--- config.mk ---
export PLATFORM = sky130hd
export DESIGN_NAME = fp_pipe_skid_stage
export DESIGN_NICKNAME = d
export VERILOG_FILES = /design/src/rtl/fp_pipe_pkg.sv /design/src/rtl/skid_buf_core.sv /design/src/rtl/fp_pipe_skid_stage.sv
export SDC_FILE = /design/constraint.sdc
export NUM_CORES = 1
export LEC_CHECK = 0
export BUFFER_PORTS_ARGS = -buffer_cell sky130_fd_sc_hd__buf_2
export CELL_PAD_IN_SITES_DETAIL_PLACEMENT = 1
export CELL_PAD_IN_SITES_GLOBAL_PLACEMENT = 1
export CORE_MARGIN = 5
export CORE_UTILIZATION = 45
export CTS_CLUSTER_SIZE = 8
export DETAILED_ROUTE_END_ITERATION = 16
export GPL_ROUTABILITY_DRIVEN = 0
export PLACE_DENSITY_LB_ADDON = 0.1
export SLEW_MARGIN = 10
export SYNTH_ARGS = -nofsm -noshare
export SYNTH_HDL_FRONTEND = slang
export SYNTH_SLANG_ARGS = --single-unit
--- constraint.sdc ---
create_clock -name clk -period 3.7 [get_ports clk]
set_input_delay 0.37 -clock clk [delete_from_list [all_inputs] [get_ports clk]]
set_output_delay 0.37 -clock clk [all_outputs]
set_load 0.1 [all_outputs]
--- src/rtl/fp_pipe_pkg.sv ---
// rtl/fp_pipe_pkg.sv - shared constants and payload layout helpers for the FP add pipeline
package fp_pipe_pkg;

  localparam int SP_EXP_W  = 10;
  localparam int SP_FRAC_W = 23;
  localparam int SP_Z_W    = 48;
  localparam int DP_EXP_W  = 13;
  localparam int DP_FRAC_W = 52;
  localparam int DP_Z_W    = 106;

  localparam logic [1:0] RM_RNE = 2'd0;
  localparam logic [1:0] RM_RTZ = 2'd1;
  localparam logic [1:0] RM_RDN = 2'd2;
  localparam logic [1:0] RM_RUP = 2'd3;

  // Encodings equal the number of held entries so occ can be driven from the state.
  localparam logic [1:0] ST_EMPTY = 2'd0;
  localparam logic [1:0] ST_ONE   = 2'd1;
  localparam logic [1:0] ST_TWO   = 2'd2;

  // Payload layout, MSB to LSB: {rm, sign, exp, is_nan, is_inf, inf_nan_frac, z}
  function automatic int payload_w(input int exp_w, input int frac_w, input int z_w);
    return 2 + 1 + exp_w + 1 + 1 + frac_w + z_w;
  endfunction

  function automatic int frac_lsb(input int z_w);
    return z_w;
  endfunction

  function automatic int inf_lsb(input int frac_w, input int z_w);
    return z_w + frac_w;
  endfunction

  function automatic int nan_lsb(input int frac_w, input int z_w);
    return z_w + frac_w + 1;
  endfunction

  function automatic int exp_lsb(input int frac_w, input int z_w);
    return z_w + frac_w + 2;
  endfunction

  function automatic int sign_lsb(input int exp_w, input int frac_w, input int z_w);
    return z_w + frac_w + 2 + exp_w;
  endfunction

  function automatic int rm_lsb(input int exp_w, input int frac_w, input int z_w);
    return z_w + frac_w + 3 + exp_w;
  endfunction

endpackage

--- src/rtl/skid_buf_core.sv ---
// rtl/skid_buf_core.sv - width-generic 2-entry skid buffer with registered ready and sync flush
module skid_buf_core
  import fp_pipe_pkg::*;
#(
  parameter int W            = 86,
  parameter bit CLR_ON_FLUSH = 1'b0
) (
  input  logic         clk,
  input  logic         clrn,
  input  logic         flush,
  input  logic         in_valid,
  output logic         in_ready,
  input  logic [W-1:0] in_data,
  output logic         out_valid,
  input  logic         out_ready,
  output logic [W-1:0] out_data,
  output logic [1:0]   occ
);

  logic [1:0]   state_q, state_d;
  logic [W-1:0] main_q, main_d;
  logic [W-1:0] skid_q, skid_d;
  logic         ready_q;
  logic         in_fire, out_fire;

  assign in_fire   = in_valid & ready_q;
  assign out_fire  = (state_q != ST_EMPTY) & out_ready;
  assign in_ready  = ready_q;
  assign out_valid = (state_q != ST_EMPTY);
  assign out_data  = main_q;
  assign occ       = state_q;

  always_comb begin
    state_d = state_q;
    main_d  = main_q;
    skid_d  = skid_q;
    case (state_q)
      ST_EMPTY: begin
        if (in_fire) begin
          main_d  = in_data;
          state_d = ST_ONE;
        end
      end
      ST_ONE: begin
        if (in_fire && out_fire) begin
          main_d = in_data;
        end else if (in_fire) begin
          skid_d  = in_data;
          state_d = ST_TWO;
        end else if (out_fire) begin
          state_d = ST_EMPTY;
        end
      end
      ST_TWO: begin
        if (out_fire) begin
          main_d  = skid_q;
          state_d = ST_ONE;
        end
      end
      default: state_d = ST_EMPTY;
    endcase
    // Flush wins over any transfer; a coincident out_fire was already consumed downstream.
    if (flush) begin
      state_d = ST_EMPTY;
      if (CLR_ON_FLUSH) begin
        main_d = '0;
        skid_d = '0;
      end else begin
        main_d = main_q;
        skid_d = skid_q;
      end
    end
  end

  always_ff @(posedge clk or negedge clrn) begin
    if (!clrn) begin
      state_q <= ST_EMPTY;
      main_q  <= '0;
      skid_q  <= '0;
      ready_q <= 1'b0;
    end else begin
      state_q <= state_d;
      main_q  <= main_d;
      skid_q  <= skid_d;
      ready_q <= (state_d != ST_TWO);
    end
  end

endmodule

--- src/rtl/fp_pipe_skid_stage.sv ---
// rtl/fp_pipe_skid_stage.sv - elastic add-to-normalize stage register for the FP adder
module fp_pipe_skid_stage
  import fp_pipe_pkg::*;
#(
  parameter int EXP_W        = SP_EXP_W,
  parameter int FRAC_W       = SP_FRAC_W,
  parameter int Z_W          = SP_Z_W,
  parameter bit CLR_ON_FLUSH = 1'b0
) (
  input  logic              clk,
  input  logic              clrn,
  input  logic              flush,
  input  logic              in_valid,
  output logic              in_ready,
  input  logic [1:0]        in_rm,
  input  logic              in_sign,
  input  logic [EXP_W-1:0]  in_exp,
  input  logic              in_is_nan,
  input  logic              in_is_inf,
  input  logic [FRAC_W-1:0] in_inf_nan_frac,
  input  logic [Z_W-1:0]    in_z,
  output logic              out_valid,
  input  logic              out_ready,
  output logic [1:0]        out_rm,
  output logic              out_sign,
  output logic [EXP_W-1:0]  out_exp,
  output logic              out_is_nan,
  output logic              out_is_inf,
  output logic [FRAC_W-1:0] out_inf_nan_frac,
  output logic [Z_W-1:0]    out_z,
  output logic [1:0]        occ
);

  localparam int P      = payload_w(EXP_W, FRAC_W, Z_W);
  localparam int L_FRAC = frac_lsb(Z_W);
  localparam int L_INF  = inf_lsb(FRAC_W, Z_W);
  localparam int L_NAN  = nan_lsb(FRAC_W, Z_W);
  localparam int L_EXP  = exp_lsb(FRAC_W, Z_W);
  localparam int L_SIGN = sign_lsb(EXP_W, FRAC_W, Z_W);
  localparam int L_RM   = rm_lsb(EXP_W, FRAC_W, Z_W);

  logic [P-1:0] in_data, out_data;

  assign in_data = {in_rm, in_sign, in_exp, in_is_nan, in_is_inf, in_inf_nan_frac, in_z};

  skid_buf_core #(
    .W            (P),
    .CLR_ON_FLUSH (CLR_ON_FLUSH)
  ) u_core (
    .clk       (clk),
    .clrn      (clrn),
    .flush     (flush),
    .in_valid  (in_valid),
    .in_ready  (in_ready),
    .in_data   (in_data),
    .out_valid (out_valid),
    .out_ready (out_ready),
    .out_data  (out_data),
    .occ       (occ)
  );

  assign out_z            = out_data[0 +: Z_W];
  assign out_inf_nan_frac = out_data[L_FRAC +: FRAC_W];
  assign out_is_inf       = out_data[L_INF];
  assign out_is_nan       = out_data[L_NAN];
  assign out_exp          = out_data[L_EXP +: EXP_W];
  assign out_sign         = out_data[L_SIGN];
  assign out_rm           = out_data[L_RM +: 2];

endmodule

==> Yosys cells after proc, flatten, opt, wreduce, memory -nomap -nowiden <==
Cells that the tools add are included.
Widths: inputs -> output; s select.
{ "totals": {"input_bits": 91, "regBits": 175, "word_cells": 31, "output_inout_bits": 90} }
{ "op_classes": {"bitwise": 4, "eq_ne": 6, "reduce_logical": 6, "mux": 11} }
{ "ops": {"columns": ["operator", "n"], "rows": [
  ["$mux 86", 3],
  ["$pmux 86 s3", 1],
  ["$mux 2", 6],
  ["$ne 2x1->1 const B", 3],
  ["$pmux 2 s3", 1],
  ["$reduce_and 5->1", 1],
  ["$reduce_and 4->1", 1],
  ["$reduce_bool 3->1", 1],
  ["$and 1x1->1", 2],
  ["$eq 2x1->1 const B", 1],
  ["$eq 2x2->1 const B", 1],
  ["$logic_not 2->1", 1],
  ["$ne 2x2->1 const B", 1],
  ["$not 1->1", 2],
  ["$reduce_bool 2->1", 1],
  ["$logic_and 1x1->1", 1]
]} }

==> Longest topological paths before layout <==
{ "logic_depth": {"depth_word": 8, "mapped_depth": 7, "ltp_nobuf": 4} }

==> Worst setup path before layout <==
OpenSTA, ideal clock, no wires.
{ "synth_timing": {"kind": "register to register", "from": "reg u_core.ready_q, in the netlist u_core.in_ready", "to": "reg u_core.skid_q[21]", "setup_ns": 0.125, "synth_period_minus_slack_ns": 2.475, "slack_ns": 1.225, "n_path_buf": 3, "stages_incl_launch_ff": 7, "required_time_ns": 3.575, "t_arrival_ns": 2.350, "path_cell_list": "dfrtp_1 -> nand2_1 -> or4b_1 -> buf_2 -> buf_6 -> buf_6 -> mux2_4"} }
{ "synth_via": {"elab_chain_len": 4} }
{ "synth_rtl": {"columns": ["item", "line", "source"], "rows": [
  ["start, declared", "skid_buf_core.sv:23", "logic ready_q;"],
  ["start signal, assigned", "skid_buf_core.sv:85", "ready_q <= (state_d != ST_TWO);"],
  ["$and 1x1->1 *", "skid_buf_core.sv:26", "assign in_fire = in_valid & ready_q;"],
  ["$logic_and 1x1->1", "skid_buf_core.sv:45", "if (in_fire && out_fire) begin"],
  ["$not 1->1 (no source line)", null, null],
  ["$reduce_and 4->1 (no source line) *", null, null],
  ["end signal, assigned", "skid_buf_core.sv:84", "skid_q <= skid_d;"],
  ["end, declared", "skid_buf_core.sv:22", "logic [W-1:0] skid_q, skid_d;"]
]} }
Every way passes the cells marked *; elsewhere a longest branch is shown, timed or not.
A chain may end at the register's enable or synchronous reset.

==> Final worst setup path <==
{ "layout_timing": {"from": "reg u_core.state_q[0], in the netlist u_core.occ[0]", "to": "reg u_core.skid_q[74]"} }
{ "layout_via": {"elab_chain_len": 5, "word_cells_on_any_way": 6, "cone_classes": "eq/ne: 1; bitwise: 2; reduce/logical: 3"} }
{ "layout_rtl": {"columns": ["item", "line", "source"], "rows": [
  ["start, declared", "skid_buf_core.sv:20", "logic [1:0] state_q, state_d;"],
  ["start signal, assigned", "skid_buf_core.sv:82", "state_q <= state_d;"],
  ["$reduce_bool 2->1", "skid_buf_core.sv:27", "assign out_fire = (state_q != ST_EMPTY) & out_ready;"],
  ["$and 1x1->1", "skid_buf_core.sv:27", null],
  ["$logic_and 1x1->1", "skid_buf_core.sv:45", null],
  ["$not 1->1 (no source line)", null, null],
  ["$reduce_and 4->1 (no source line) *", null, null]
]} }
Marks and branches as above.

==> impl_metrics.yaml <==
clocking:
  ctsHoldBuffers: 0
  cts_resized: 0
  cts_buffer_depth: 2
  htreeDepth: 4
  clock_sinks: 175
  cts_tree: "built"
  cts_buffers: 17
  clkTransAtPathRegs_ns: 0.07
  root_buffer: "clkbuf_16"
  cts_setup_buffers: 0
  clock_latency_ns: 0.42
floorplan:
  die_w_um: 138.0
  die_h_um: 138.0
  floorplan.initialDensity_pct: 46.08
  num_rows: 46
  io_pins: 181
  die_area_um2: 19050
  placeableCoreArea_um2: 16000
critical_path:
  worst_ep_required_time_ns: 4.00
  critPathTopFamily: "simple AND/OR/NAND/NOR gates"
  crit_path_max_incr_delay_ns: 0.67
  cp_max_fo: 41
  critPathBufInv: 1
  worstPathCellList: "and2b_1 > or4b_4 > buf_4 > mux2_2"
  critPathCaptureType: "register"
  cp-start-kind: "register"
  cp_slowest_cell: "or4b_4"
  cp_data_arrival_time_ns: 2.65
  worstSetupPathType: "reg -> reg"
pwr:
  vdd_drop_max_uv: 343.9
  p_per_area_nw_per_um2: 739.8
  total_power_mw: 6.658
  leakage_nw: 4.994
place:
  dp_hpwl_um: 11840
  portBuffers: 180
routing:
  drt_iter0_markers: 228
  avgRoutedWirePerCell_um: 18.19
  dr.pass1.iters: 4
  drtAntennaViolNets: 0
  vias: 5020
  drc: 0
  vias_per_cell: 5.186
  wl_um: 17610
timing:
  rsz0062_at_grt: "false"
  timing.fmax_mhz: 425.7
  drv_slew: 0
  relSlewSlack_pct: 28.83
  tns_ns: 0
  hold_violations: 0
  fin_crit_sh_pct: 63.50
  tightest_slew_ns: 1.068
  fin_hold_ws_ns: 0.1044
  period_needed_ns: 2.349
  setup_viol: 0
  skew_ns: 0.008110
grt:
  grt_max_degree: 173
  antenna_found_initial: 3
  grt_pass1_wl_um: 29490
  first_global_vias: 5685
  grt_usage_pct: 18.95
  overflow: 0
job:
  cap_violations: 0
logic_synthesis:
  async_flop_share_pct: 100.0
  avgSynthCellArea_um2: 12.89
  syn-num-nets: 663
  synth_cells: 572
  ys_ff_latch: 175
  yosysSeqAreaShare_pct: 59.39
  ys_types: 21
  synth_edf_count: 0
  ys_warn_count: 0
  synth_area_um2: 7373
  yosys_most_used_dff: "dfrtp_1"
outcome:
  status: "completed"
cells_and_area:
  final_cell_mix: "buf_2 (179), dfrtp_1 (175), nand2_1 (88)"
  syn_to_final_growth_pct: 22.04
  layout_commonest_cell: "buf_2"
  nets: 829
  layout-drive-gt1-share_pct: 40.61
worst_hold_path:
  hold_path_class: "in -> async"
[report_power, final]
| part | leakage, nW | switching [mW] | internal [mW] |
|---|---|---|---|
| combinational | 2.59 | 1.78 | 0.543 |
| clock | 0.245 | 0.753 | 0.930 |
| sequential | 2.16 | 0.266 | 2.39 |
[path summary, 6_finish.rpt]
check / from / to / slack [ns] / cells after the start
setup / recovery: u_core.occ[0] / u_core.skid_q[74] / 1.35 / 4
hold / removal: clrn / u_core.skid_q[42] / 0.10 / 1
setup reg to reg: u_core.occ[0] / u_core.skid_q[74] / 1.35 / 4
hold reg to reg: u_core.out_data[14] / u_core.out_data[14] / 0.47 / 2
max in group asynchronous: clrn / u_core.skid_q[41] / 2.73 / 2
min in group clk: flush / u_core.occ[0] / 0.17 / 2
[cells by family after synthesis]
kind of cell / synth area share, %
simple gates: 5.091
compound gates: 6.330
buf+inv: 2.766
flops: 59.39
mux: 26.42
[stage by stage]
stage | worst slack (ns) | std cells | utilization, % | cell area (µm²)
2_1_floorplan | 1.225 | 572 | - | 7373
3_3_place_gp | 1.324 | 935 | 52.78 | 8446
3_5_place_dp | 1.246 | 935 | 52.78 | 8446
4_1_cts | 1.352 | 967 | 56.22 | 8996
5_1_grt | 1.280 | 968 | 56.24 | 8999
6_report | 1.351 | 968 | 56.24 | 8999
[Yosys cell counts (3+ instances only)]
cell type / instances / area share, %
mux2_2: 57 / 8.7
buf_1: 3 / 0.15
dfrtp_1: 175 / 59
clkbuf_1: 13 / 0.66
buf_2: 19 / 1.3
mux2_4: 29 / 5.9
o21ai_0: 86 / 5.8
buf_6: 4 / 0.61
mux2i_1: 87 / 12
nand2_1: 88 / 4.5
[flip-flops by register name (all words and copies together) (netlist names)]
| register | flops |
|---|---|
| u_core.out_data | 86 |
| u_core.occ | 2 |
| u_core.skid_q | 86 |
| u_core.in_ready | 1 |
[layer usage]
metal | wire, µm | track usage (%)
met5 | 27 | 0
met4 | 314 | 6.656
met3 | 854 | 4.793
met2 | 8709 | 31.73
met1 | 7699 | 24.02
[area by class of cell]
class | count | area [µm²]
inverters | 1 | 3.754
fillers | 1746 | 7002
flip-flops and latches | 175 | 4379
repair buffers | 186 | 989.7
multi-input cells | 357 | 2803
clock buffers | 20 | 436.7
clock inverters | 12 | 113.9
diodes | 1 | 2.502
well taps | 216 | 270.3
(Power assumes the default switching activity.)
